==> config.mk <==
export PLATFORM = sky130hd
export DESIGN_NAME = ntt_lane_collector_flat
export DESIGN_NICKNAME = d
export VERILOG_FILES = /design/src/rtl/ntt_lane_collector_if.sv /design/src/rtl/ntt_lane_collector.sv /design/src/flat_wrapper.sv
export SDC_FILE = /design/constraint.sdc
export NUM_CORES = 1
export LEC_CHECK = 0
export CORE_ASPECT_RATIO = 0.5
export CORE_UTILIZATION = 60
export DETAILED_ROUTE_END_ITERATION = 12
export GPL_TIMING_DRIVEN = 0
export MAX_ROUTING_LAYER = met4
export PLACE_DENSITY_LB_ADDON = 0.08
export SKIP_CTS_REPAIR_TIMING = 1
export SYNTH_ARGS = -nofsm -noshare
export SYNTH_HDL_FRONTEND = slang
export SYNTH_SLANG_ARGS = --single-unit
==> constraint.sdc <==
create_clock -name clk -period 6.15 [get_ports clk]
set_clock_uncertainty 0.05 [all_clocks]
set_input_delay 1.5375 -clock clk [delete_from_list [all_inputs] [get_ports clk]]
set_output_delay 1.5375 -clock clk [all_outputs]
set_load 0.005 [all_outputs]
==> src/rtl/ntt_lane_collector_if.sv <==
// ntt_lane_collector_if
//   Bundles the lane-side and output-side handshake signals of the NTT lane
//   collector.
//   Parameters: LANES (lane count), W (coefficient width).
//   Signals:
//     lane_data  [W*LANES]  lane i word in bits [i*W +: W]
//     lane_valid [LANES]    per-lane word valid
//     lane_ready [LANES]    per-lane accept (collector FIFO not full)
//     out_data   [W*LANES]  packed aligned vector, lane 0 in the low slice
//     out_valid             out_data holds a vector
//     out_ready             consumer accepts the vector
//   Modports: master = producer/consumer environment, slave = the collector.

`ifndef NTT_NUMBER
`define NTT_NUMBER 4
`endif
`ifndef DATA_SIZE_ARB
`define DATA_SIZE_ARB 27
`endif

interface ntt_lane_collector_if #(
    parameter int LANES = `NTT_NUMBER,
    parameter int W     = `DATA_SIZE_ARB
);
    logic [W*LANES-1:0] lane_data;
    logic [LANES-1:0]   lane_valid;
    logic [LANES-1:0]   lane_ready;
    logic [W*LANES-1:0] out_data;
    logic               out_valid;
    logic               out_ready;

    modport master (
        output lane_data, lane_valid, out_ready,
        input  lane_ready, out_data, out_valid
    );

    modport slave (
        input  lane_data, lane_valid, out_ready,
        output lane_ready, out_data, out_valid
    );
endinterface

==> src/rtl/ntt_lane_collector.sv <==
// ntt_lane_collector
//   Aligns one coefficient from each of LANES parallel NTT lanes into a single
//   packed vector for the modular result adder. Each lane has its own circular
//   FIFO of DEPTH words; once every lane holds a word, the heads are captured
//   into the output register and all lanes pop together.
//
//   Parameters:
//     LANES  number of lanes / output slices
//     W      coefficient width
//     DEPTH  per-lane FIFO depth (power of two, >= 2)
//
//   Ports:
//     clk     rising-edge clock
//     rst_n   synchronous active-low reset
//     q_mod   modulus q, held stable while any FIFO is non-empty
//     flush   synchronous clear of all FIFOs and the output register
//     bus     ntt_lane_collector_if slave modport (lane and output handshakes)
//
//   Build option:
//     COLLECTOR_MOD_REDUCE_EN  when defined, each word x is stored in the output
//                              register as x - q_mod if x >= q_mod (unsigned,
//                              W bits); otherwise words pass through unchanged
//                              and q_mod is ignored.

`ifndef NTT_NUMBER
`define NTT_NUMBER 4
`endif
`ifndef DATA_SIZE_ARB
`define DATA_SIZE_ARB 27
`endif

module ntt_lane_collector #(
    parameter int LANES = `NTT_NUMBER,
    parameter int W     = `DATA_SIZE_ARB,
    parameter int DEPTH = 4
) (
    input  logic                  clk,
    input  logic                  rst_n,
    input  logic [W-1:0]          q_mod,
    input  logic                  flush,
    ntt_lane_collector_if.slave   bus
);

    localparam int AW = $clog2(DEPTH);
    localparam int CW = $clog2(DEPTH + 1);
    localparam logic [CW-1:0] FULL = CW'(DEPTH);

    logic               clear;
    logic [LANES-1:0]   lane_ready;
    logic [LANES-1:0]   lane_push;
    logic [LANES-1:0]   lane_avail;
    logic               all_avail;
    logic               load;
    logic [W*LANES-1:0] head_vec;
    logic [W*LANES-1:0] out_data_q;
    logic               out_valid_q;

    // Reset and flush share one clear path; reset simply wins by being ORed in.
    assign clear     = !rst_n || flush;
    assign all_avail = &lane_avail;
    assign load      = all_avail && (!out_valid_q || bus.out_ready);

    for (genvar i = 0; i < LANES; i++) begin : g_lane
        logic [W-1:0]    mem [DEPTH];
        logic [AW-1:0]   wr_ptr;
        logic [AW-1:0]   rd_ptr;
        logic [CW-1:0]   count;
        logic [W-1:0]    head;
        logic [W-1:0]    stored;

        // Ready comes from the registered count only, so out_ready never
        // reaches lane_ready combinationally.
        assign lane_ready[i] = (count != FULL);
        assign lane_avail[i] = (count != '0);
        assign lane_push[i]  = bus.lane_valid[i] && lane_ready[i];
        assign head          = mem[rd_ptr];

`ifdef COLLECTOR_MOD_REDUCE_EN
        assign stored = (head >= q_mod) ? (head - q_mod) : head;
`else
        assign stored = head;
`endif

        assign head_vec[i*W +: W] = stored;

        always_ff @(posedge clk) begin
            if (!clear && lane_push[i]) begin
                mem[wr_ptr] <= bus.lane_data[i*W +: W];
            end
        end

        always_ff @(posedge clk) begin
            if (clear) begin
                wr_ptr <= '0;
                rd_ptr <= '0;
                count  <= '0;
            end else begin
                if (lane_push[i]) begin
                    wr_ptr <= wr_ptr + AW'(1);
                end
                if (load) begin
                    rd_ptr <= rd_ptr + AW'(1);
                end
                if (lane_push[i] && !load) begin
                    count <= count + CW'(1);
                end else if (!lane_push[i] && load) begin
                    count <= count - CW'(1);
                end
            end
        end
    end

`ifndef COLLECTOR_MOD_REDUCE_EN
    logic q_mod_unused;
    assign q_mod_unused = ^q_mod;
`endif

    always_ff @(posedge clk) begin
        if (clear) begin
            out_valid_q <= 1'b0;
            out_data_q  <= '0;
        end else if (load) begin
            out_valid_q <= 1'b1;
            out_data_q  <= head_vec;
        end else if (bus.out_ready) begin
            out_valid_q <= 1'b0;
        end
    end

    assign bus.lane_ready = lane_ready;
    assign bus.out_valid  = out_valid_q;
    assign bus.out_data   = out_data_q;

endmodule

==> src/flat_wrapper.sv <==
// flat-port wrapper written by rule: the top's interface ports become plain ports
module ntt_lane_collector_flat 
#(
    parameter int LANES = `NTT_NUMBER,
    parameter int W     = `DATA_SIZE_ARB,
    parameter int DEPTH = 4
)
  (clk, rst_n, q_mod, flush, bus_lane_data, bus_lane_valid, bus_out_ready, bus_lane_ready, bus_out_data, bus_out_valid);
  ntt_lane_collector_if #(.LANES(LANES), .W(W)) bus_i ();
  input  logic clk;
  input  logic rst_n;
  input  logic [W-1:0] q_mod;
  input  logic flush;
  input wire logic [$bits(bus_i.lane_data)-1:0] bus_lane_data;
  input wire logic [$bits(bus_i.lane_valid)-1:0] bus_lane_valid;
  input wire logic [$bits(bus_i.out_ready)-1:0] bus_out_ready;
  output wire logic [$bits(bus_i.lane_ready)-1:0] bus_lane_ready;
  output wire logic [$bits(bus_i.out_data)-1:0] bus_out_data;
  output wire logic [$bits(bus_i.out_valid)-1:0] bus_out_valid;
  assign bus_i.lane_data = bus_lane_data;
  assign bus_i.lane_valid = bus_lane_valid;
  assign bus_i.out_ready = bus_out_ready;
  assign bus_lane_ready = bus_i.lane_ready;
  assign bus_out_data = bus_i.out_data;
  assign bus_out_valid = bus_i.out_valid;
  ntt_lane_collector #(.LANES(LANES), .W(W), .DEPTH(DEPTH)) u_core (.clk(clk), .rst_n(rst_n), .q_mod(q_mod), .flush(flush), .bus(bus_i));
endmodule
==> metrics.cfg, run 1 <==
[clocking]
h-tree-depth = 2
cts_sinks = 569
cts_buffer_depth = 3
root_buffer = clkbuf_16
cts_buffers = 47
clk_pin_slew_ns = 0.07
insertion_delay_ns = 0.55
cts_tree = done

[placed_design]
dp.cells = 1949
gp_congestion = 0.807
dp.final_hpwl_um = 31200
portBuffers = 228

[global_route]
antenna_found_initial = 1
grt_pass1_wl_um = 72800
grt_max_degree = 28
grt_overflow_total = 0
grt_usage = 0.283
grt_pass1_vias = 12399

[floorplanning]
start_util = 0.612
core_area_um2 = 34700
die-area_um2 = 36200
die_y_um = 135
ios = 256
die_w_um = 268
fp-row-count = 48

[layout]
stdcell_count = 2038
nNetsFinal = 1690
final_core_util = 0.742
final_cell_mix = 432 x edfxtp_1, 228 x clkdlybuf4s50_1, 137 x dfxtp_1, 117 x a21oi_1, 116 x o21ai_0
layout-drive-gt1-share = 0.136
area_growth_pct = 21.2
final_common_cell = edfxtp_1

[worst_setup_path]
crit_path_start_kind = input pin
cp_top_family = buffers and inverters
crit_slowest_cell = clkdlybuf4s50_1
path_class = in2reg
rr_worst_depth = 12
crit_top_cell = clkbuf_1
worstPathRequired_ns = 6.58
critPathMaxStageDelay_ns = 0.52
critPathCaptureType = register
arrival_ns = 4.43
r2r-start = u_core.g_lane[0].count[0]$_SDFFE_PP0P_
crit_chain = clkdlybuf4s50_1 > nand2b_1 > clkbuf_1 > clkbuf_1 > nand2_1 > ha_1 > inv_1 > fa_1 > xor2_1 > or3_1 > a21oi_1
crit_buf_inv = 4
critPathMaxFanout = 10
crit_cells = 11
startpoint = bus_out_ready

[yosys]
syn_area_um2 = 21200
yosysWarnings = 0
synth-seq-cells = 569
seq_area_frac_synth = 0.741
synth_cell_types = 28
synth_nets = 1413
syn_avg_cell_area_um2 = 17.0
syn_inst = 1246

[power]
p_seq_frac = 0.557
ir_drop_uv = 190
p_leak_nw = 7.97
pwr-share-clk = 0.411
p_int_mw = 6.02
power_switching_mw = 1.49
p_comb_frac = 0.032
p_per_area_nw_per_um2 = 292
p_sw_frac = 0.198

[worst_hold_path]
holdPathStages = 2
hold_class = reg2reg
min-delay-start = u_core.bus.out_data[10]$_SDFFE_PP0P_

[timing]
max_slew_margin = 0.381
setup_viol = 0
fin_tns_setup_ns = 0
period_needed_ns = 4.00
hold_viol_final = 0
fin_crit_sh = 0.651
rsz0062_at_grt = false
worstMarginPinSlew_ns = 0.929
timing.fmax_ghz = 0.250
slew_viol_final = 0

[route]
vias = 12274
drt_wl_total_um = 48400
avgRoutedWirePerCell_um = 23.8
drtIter0Drc = 1033
drc = 0
ant_nets = 0
vias_per_cell = 6.02
drtPass1Iterations = 5

[job]
drv_cap = 0

[status]
status = finished, final reports clean

-- cells by family after synthesis --
| logic type | count (synthesis) | share of synthesized area |
|---|---|---|
| AND/OR/NAND/NOR | 175 | 0.0416 |
| multiplexers | 116 | 0.118 |
| AO/OA/AOI/OAI | 245 | 0.0592 |
| buffers and inverters | 105 | 0.0197 |
| XOR/XNOR | 12 | 0.00495 |
| adder cells (fa/ha/maj) | 24 | 0.0156 |
| flip-flops | 569 | 0.741 |
-- power by group through the flow --
stage                     clock [mW]  sequential, mW  combinational, mW
after floorplan                    0            4.26             0.0949
after global placement             0            4.26              0.225
after detailed placement           0            4.27              0.240
after CTS                       3.11            4.18              0.241
after global routing            3.26            4.18              0.260
final                           3.08            4.18              0.242
-- Yosys cell counts --
library cell	n	share of area
a21boi_1	4	0.0014
a21oi_1	117	0.028
and3_1	16	0.0047
buf_1	10	0.0018
buf_2	13	0.0031
buf_6	1	0.00053
clkbuf_1	69	0.012
dfxtp_1	137	0.13
edfxtp_1	432	0.61
fa_1	4	0.0038
ha_1	20	0.012
inv_1	12	0.0021
mux2i_1	8	0.0038
mux4_2	108	0.11
nand2_1	9	0.0016
nand2b_1	6	0.0018
nand3_1	108	0.025
nor2_1	20	0.0035
nor2b_1	2	0.00059
nor3_1	4	0.00094
nor4_1	1	0.00029
o211ai_1	4	0.0014
o21ai_0	116	0.027
o31ai_1	4	0.0014
or3_1	8	0.0024
or4_1	1	0.00035
xnor2_1	4	0.0017
xor2_1	8	0.0033
-- layout make-up --
class	count	area [um^2]
Clock inverter	18	171
Sequential cell	569	15700
Fill cell	2084	8940
Tap cell	475	594
Clock buffer	69	1420
Multi-Input combinational cell	572	5110
Buffer	93	373
Antenna cell	2	5.00
Timing Repair Buffer	228	2280
Inverter	12	45.0
-- routing by layer --
metal / wire length (um) / global-route usage / vias up
met1: 19900 / 0.386 / 6335
met2: 24800 / 0.461 / 436
li1: - / - / 5446
met3: 3130 / 0.0429 / 57
met4: 607 / 0.0559 / 0
met5: 0 / - / -
-- worst register-to-register path, cell delays in order (launching register included) --
cell and delay [ns]:
dfxtp_1 0.42, nor3_1 0.09, nor4_1 0.25, buf_2 0.44
buf_2 0.31, buf_2 0.29, nand2_1 0.24, ha_1 0.33
inv_1 0.10, fa_1 0.18, xor2_1 0.09, or3_1 0.32
a21oi_1 0.14
-- final timing paths --
kind | end | slack (ns)
max | u_core.g_lane[3].count[2]$_SDFFE_PP0P_ | 2.15
min | u_core.bus.out_data[10]$_SDFFE_PP0P_ | 0.43
max reg2reg | u_core.g_lane[3].count[2]$_SDFFE_PP0P_ | 2.83
min reg2reg | u_core.bus.out_data[10]$_SDFFE_PP0P_ | 0.43
-- metrics by stage --
step	hold slack, ns	instance area, um^2	setup slack [ns]	power (mW)
after floorplan	0.420	21200	2.65	4.36
after global placement	0.411	24100	1.41	4.49
after detailed placement	0.417	24100	1.60	4.51
after CTS	0.426	25700	2.18	7.54
after global routing	0.449	25700	1.89	7.70
final	0.426	25700	2.15	7.51
-- sequential cells by signal (all words and copies together) (netlist names) --
name	count
u_core.bus.out_valid	1
u_core.g_lane.count	12
u_core.g_lane.mem	432
u_core.bus.out_data	108
u_core.g_lane.wr_ptr	8
u_core.g_lane.rd_ptr	8
No activity file was read; power rests on OpenSTA's default activity.
==> run 2: changes to the inputs <==
- CORE_UTILIZATION: 60 -> 55
- clock period: 6.15 -> 4 ns (I/O delays scaled with it)
==> run 2 against run 1 <==
Routed wire length is 1.7% lower. Die area is 9.0% higher. First-iteration DRC count is 5.6% higher. Non-clock buffer count stayed put. Worst setup slack worse by 1.7 ns. Power is 53% higher. Flip-flop and latch count stayed put. Hold slack worse by 0.00078 ns.
==> metrics.cfg, run 2 (synthesis results as in run 1) <==
[route]
vias = 12140
vias_per_cell = 5.82
avgRoutedWirePerCell_um = 22.8
drtIter0Drc = 1091
drt_wl_total_um = 47600
drtPass1Iterations = 6
drc = 0
ant_nets = 0

[layout]
multiInputGateArea_um2 = 5110
area_growth_pct = 21.3
regArea_um2 = 15700
final_cell_mix = 432 x edfxtp_1, 228 x clkdlybuf4s50_1, 137 x dfxtp_1, 117 x a21oi_1, 116 x o21ai_0
nNetsFinal = 1691
largest_register = u_core.g_lane.mem
largest_reg_flops = 432
fillers = 2603
final_common_cell = edfxtp_1
layout-drive-gt1-share = 0.131
stdcell_count = 2085

[global_route]
grt_overflow_total = 0
met2_usage = 0.413
antenna_found_initial = 2
grt.busiest_layer = met2
grt_pass1_vias = 12498
grt_usage = 0.252
grt_max_degree = 28
grt_use_met1 = 0.334
use_met3 = 0.0399
grt_pass1_wl_um = 71900

[floorplanning]
fp-row-count = 50
die_y_um = 141
core_area_um2 = 37700
start_util = 0.563
ios = 256
die-area_um2 = 39400
die_w_um = 280

[timing]
timing.fmax_ghz = 0.281
hold_viol_final = 0
worstMarginPinSlew_ns = 0.940
rsz0062_at_grt = false
setup_viol = 0
fin_crit_sh = 0.891
slew_viol_final = 0
period_needed_ns = 3.56
max_slew_margin = 0.373

[power]
power_mw = 11.5
p_per_area_nw_per_um2 = 445
ir_drop_uv = 300
p_leak_nw = 7.95

[clocking]
cts_sinks = 569
cts_tree = done
cts_buffer_depth = 3
insertion_delay_ns = 0.56
h-tree-depth = 2
clk_pin_slew_ns = 0.06
root_buffer = clkbuf_16
cts_buffers = 48

[placed_design]
portBuffers = 228
dp.cells = 1994
dp.final_hpwl_um = 30600
gp_congestion = 0.798

[status]
status = finished, final reports clean

[worst_setup_path]
cp_top_family = buffers and inverters
critPathCaptureType = register
crit_chain = clkdlybuf4s50_1 > nand2b_1 > clkbuf_1 > clkbuf_1 > nand2_1 > ha_1 > inv_1 > fa_1 > xor2_1 > or3_1 > a21oi_1
crit_cells = 11
path_class = in2reg
rr_worst_depth = 12
crit_path_start_kind = input pin
critPathMaxFanout = 10
worstPathRequired_ns = 4.43
crit_top_cell = clkbuf_1
crit_buf_inv = 4
crit_slowest_cell = clkdlybuf4s50_1
arrival_ns = 4.00
critPathMaxStageDelay_ns = 0.52

[worst_hold_path]
hold_class = reg2reg
holdPathStages = 2

[job]
drv_cap = 0

-- run 2: changes by cell type in the layout (fill, tap and decap cells not counted) --
cell	before	now
clkbuf_16	50	49
inv_6	0	1
diode_2	2	3
clkinv_2	8	2
clkbuf_1	78	85
clkinvlp_4	4	2
clkinv_1	3	6
clkbuf_8	10	9
-- run 2: path summary, 6_finish.rpt --
kind	from	endpoint	slack [ns]
min	u_core.bus.out_data[24]$_SDFFE_PP0P_	u_core.bus.out_data[24]$_SDFFE_PP0P_	0.43
max	bus_out_ready	u_core.g_lane[0].count[2]$_SDFFE_PP0P_	0.44
min reg2reg	u_core.bus.out_data[24]$_SDFFE_PP0P_	u_core.bus.out_data[24]$_SDFFE_PP0P_	0.43
max reg2reg	u_core.g_lane[0].count[0]$_SDFFE_PP0P_	u_core.g_lane[0].count[2]$_SDFFE_PP0P_	0.67
-- run 2: final cells by class --
type,count,share of cell area
Antenna cell,3,0.000292
Buffer,93,0.0145
Clock buffer,74,0.0548
Clock inverter,14,0.00569
Inverter,12,0.00175
Multi-Input combinational cell,572,0.198
Sequential cell,569,0.611
Tap cell,520,0.0253
Timing Repair Buffer,228,0.0887
-- run 2: per-stage QoR --
step / instance area, um^2 / utilization / setup WS [ns] / setup TNS (ns) / hold slack [ns]
floorplan: 21200 / - / 1.04 / 0 / 0.420
finish: 25700 / 0.682 / 0.438 / 0 / 0.425
detailed placement: 24200 / 0.641 / -0.129 / -0.656 / 0.418
CTS: 25700 / 0.682 / 0.473 / 0 / 0.428
global placement: 24200 / 0.640 / -0.262 / -79.12 / 0.411
global route: 25700 / 0.682 / 0.305 / 0 / 0.448
-- run 2: layer usage --
metal | wire [um] | part of all wire | vias up
met5 | 0 | 0 | -
met4 | 858 | 0.018 | 0
met3 | 2790 | 0.059 | 69
met2 | 24200 | 0.51 | 366
met1 | 19700 | 0.41 | 6258
li1 | - | - | 5447
-- run 2: report_power, final --
group	switching [mW]	internal, mW	total [mW]
Combinational	0.189	0.179	0.369
Clock	2.04	2.62	4.67
Sequential	0.0230	6.41	6.43
Total	2.26	9.21	11.5
-- run 2: worst register-to-register path, cell delays in order, from the launching register on --
cell,delay [ns]
dfxtp_1,0.41
nor3_1,0.09
nor4_1,0.25
buf_2,0.47
buf_2,0.31
buf_2,0.30
nand2_1,0.23
ha_1,0.31
inv_1,0.09
fa_1,0.20
xor2_1,0.08
or3_1,0.32
a21oi_1,0.15
==> run 3: changes to the inputs <==
- CORE_ASPECT_RATIO: 0.5 -> not set
- PLACE_DENSITY: not set -> 0.79
- PLACE_DENSITY_LB_ADDON: 0.08 -> not set
==> run 3 against run 2 <==
Worst setup slack improved by 0.22 ns. Critical path depth grew 1. Clock power rose by 3%. Via count grew 0.84%. Routed wire length fell by 0.23%. Critical endpoint unchanged. Largest cell class unchanged. Largest power group unchanged. Highest routed layer unchanged.
==> metrics.cfg, run 3 (synthesis results as in run 1) <==
[timing]
slew_viol_final = 0
period_needed_ns = 3.34
rsz0062_at_grt = false
hold_viol_final = 0
timing.fmax_ghz = 0.300
fin_tns_setup_ns = 0
worstMarginPinSlew_ns = 0.944
setup_viol = 0
max_slew_margin = 0.371
fin_crit_sh = 0.835

[route]
drtPass1Iterations = 5
drt_wl_total_um = 47500
vias = 12242
vias_per_cell = 5.85
ant_nets = 0
drtIter0Drc = 892
drc = 0
avgRoutedWirePerCell_um = 22.7

[worst_setup_path]
critPathMaxStageDelay_ns = 0.45
crit_buf_inv = 4
critPathCaptureType = register
crit_slowest_cell = buf_2
path_class = reg2reg
crit_path_start_kind = register
crit_chain = nor3_1 > nor4_1 > buf_2 > buf_2 > buf_2 > nand2_1 > ha_1 > inv_1 > fa_1 > xor2_1 > or3_1 > a21oi_1
crit_top_cell = buf_2
arrival_ns = 3.81
critPathMaxFanout = 10
cp_top_family = buffers and inverters
worstPathRequired_ns = 4.47

[floorplanning]
die-area_um2 = 39400
start_util = 0.561
die_y_um = 198
core_area_um2 = 37800
fp-row-count = 71
die_w_um = 198
ios = 256

[layout]
nNetsFinal = 1697
largest_register = u_core.g_lane.mem
largest_reg_flops = 432
area_growth_pct = 21.9
final_cell_mix = 432 x edfxtp_1, 228 x clkdlybuf4s50_1, 137 x dfxtp_1, 117 x a21oi_1, 116 x o21ai_0
layout-drive-gt1-share = 0.133
final_common_cell = edfxtp_1

[power]
ir_drop_uv = 369
p_per_area_nw_per_um2 = 448
power_mw = 11.6
p_leak_nw = 8.01

[status]
status = finished, final reports clean

[global_route]
grt_max_degree = 28
grt_usage = 0.253
antenna_found_initial = 8
grt_pass1_vias = 12266
grt_overflow_total = 0
grt_pass1_wl_um = 71000

[worst_hold_path]
hold_class = reg2reg

[placed_design]
portBuffers = 228
dp.final_hpwl_um = 30500
gp_congestion = 0.825

[clocking]
cts_buffers = 53
cts_sinks = 569
insertion_delay_ns = 0.60
clk_pin_slew_ns = 0.06
h-tree-depth = 2
cts_buffer_depth = 3
cts_tree = done
root_buffer = clkbuf_16

[job]
drv_cap = 0

## run 3: path summary, 6_finish.rpt
kind | startpoint | endpoint | cells after the start | slack, ns
hold / removal | u_core.bus.out_data[23]$_SDFFE_PP0P_ | u_core.bus.out_data[23]$_SDFFE_PP0P_ | 2 | 0.42
setup reg to reg | u_core.g_lane[0].count[0]$_SDFFE_PP0P_ | u_core.g_lane[0].count[2]$_SDFFE_PP0P_ | 12 | 0.66
hold reg to reg | u_core.bus.out_data[23]$_SDFFE_PP0P_ | u_core.bus.out_data[23]$_SDFFE_PP0P_ | 2 | 0.42
setup / recovery | u_core.g_lane[0].count[0]$_SDFFE_PP0P_ | u_core.g_lane[0].count[2]$_SDFFE_PP0P_ | 12 | 0.66
## run 3: metal layers
| layer | vias to the layer above | GRT usage | routed length [um] |
|---|---|---|---|
| li1 | 5465 | - | - |
| met1 | 6213 | 0.333 | 19400 |
| met2 | 489 | 0.400 | 23400 |
| met3 | 75 | 0.0441 | 3330 |
| met4 | 0 | 0.0917 | 1340 |
| met5 | - | - | 0 |
## run 3: where the power goes
group          internal [mW]  leakage [nW]  switching (mW)
logic                  0.179          2.20           0.190
registers               6.41          5.01          0.0239
clock network           2.70         0.804            2.09
total                   9.29          8.01            2.30
## run 3: worst reg2reg max path, stage by stage, from the launching register on
cell	delay, ns
dfxtp_1	0.40
nor3_1	0.10
nor4_1	0.25
buf_2	0.45
buf_2	0.33
buf_2	0.30
nand2_1	0.23
ha_1	0.31
inv_1	0.09
fa_1	0.21
xor2_1	0.09
or3_1	0.31
a21oi_1	0.15
## run 3: layout make-up
class | instances | area (um^2)
repair buffers | 229 | 2310
fillers | 2554 | 12000
multi-input cells | 572 | 5110
clock buffers | 80 | 1530
inverters | 12 | 45.0
well taps | 511 | 639
clock inverters | 20 | 123
plain buffers | 93 | 373
flip-flops and latches | 569 | 15700
diodes | 8 | 20.0
## run 3: stage by stage
stage               std cells  area [um^2]  setup WS, ns   util  hold WS [ns]
finish                   2094        25900         0.661  0.683         0.425
global route             2094        25900         0.450  0.683         0.447
global placement         1985        24100        -0.373  0.638         0.412
CTS                      2085        25800         0.246  0.682         0.424
floorplan                1246        21200          1.04      -         0.420
detailed placement       1985        24200        -0.394  0.638         0.415
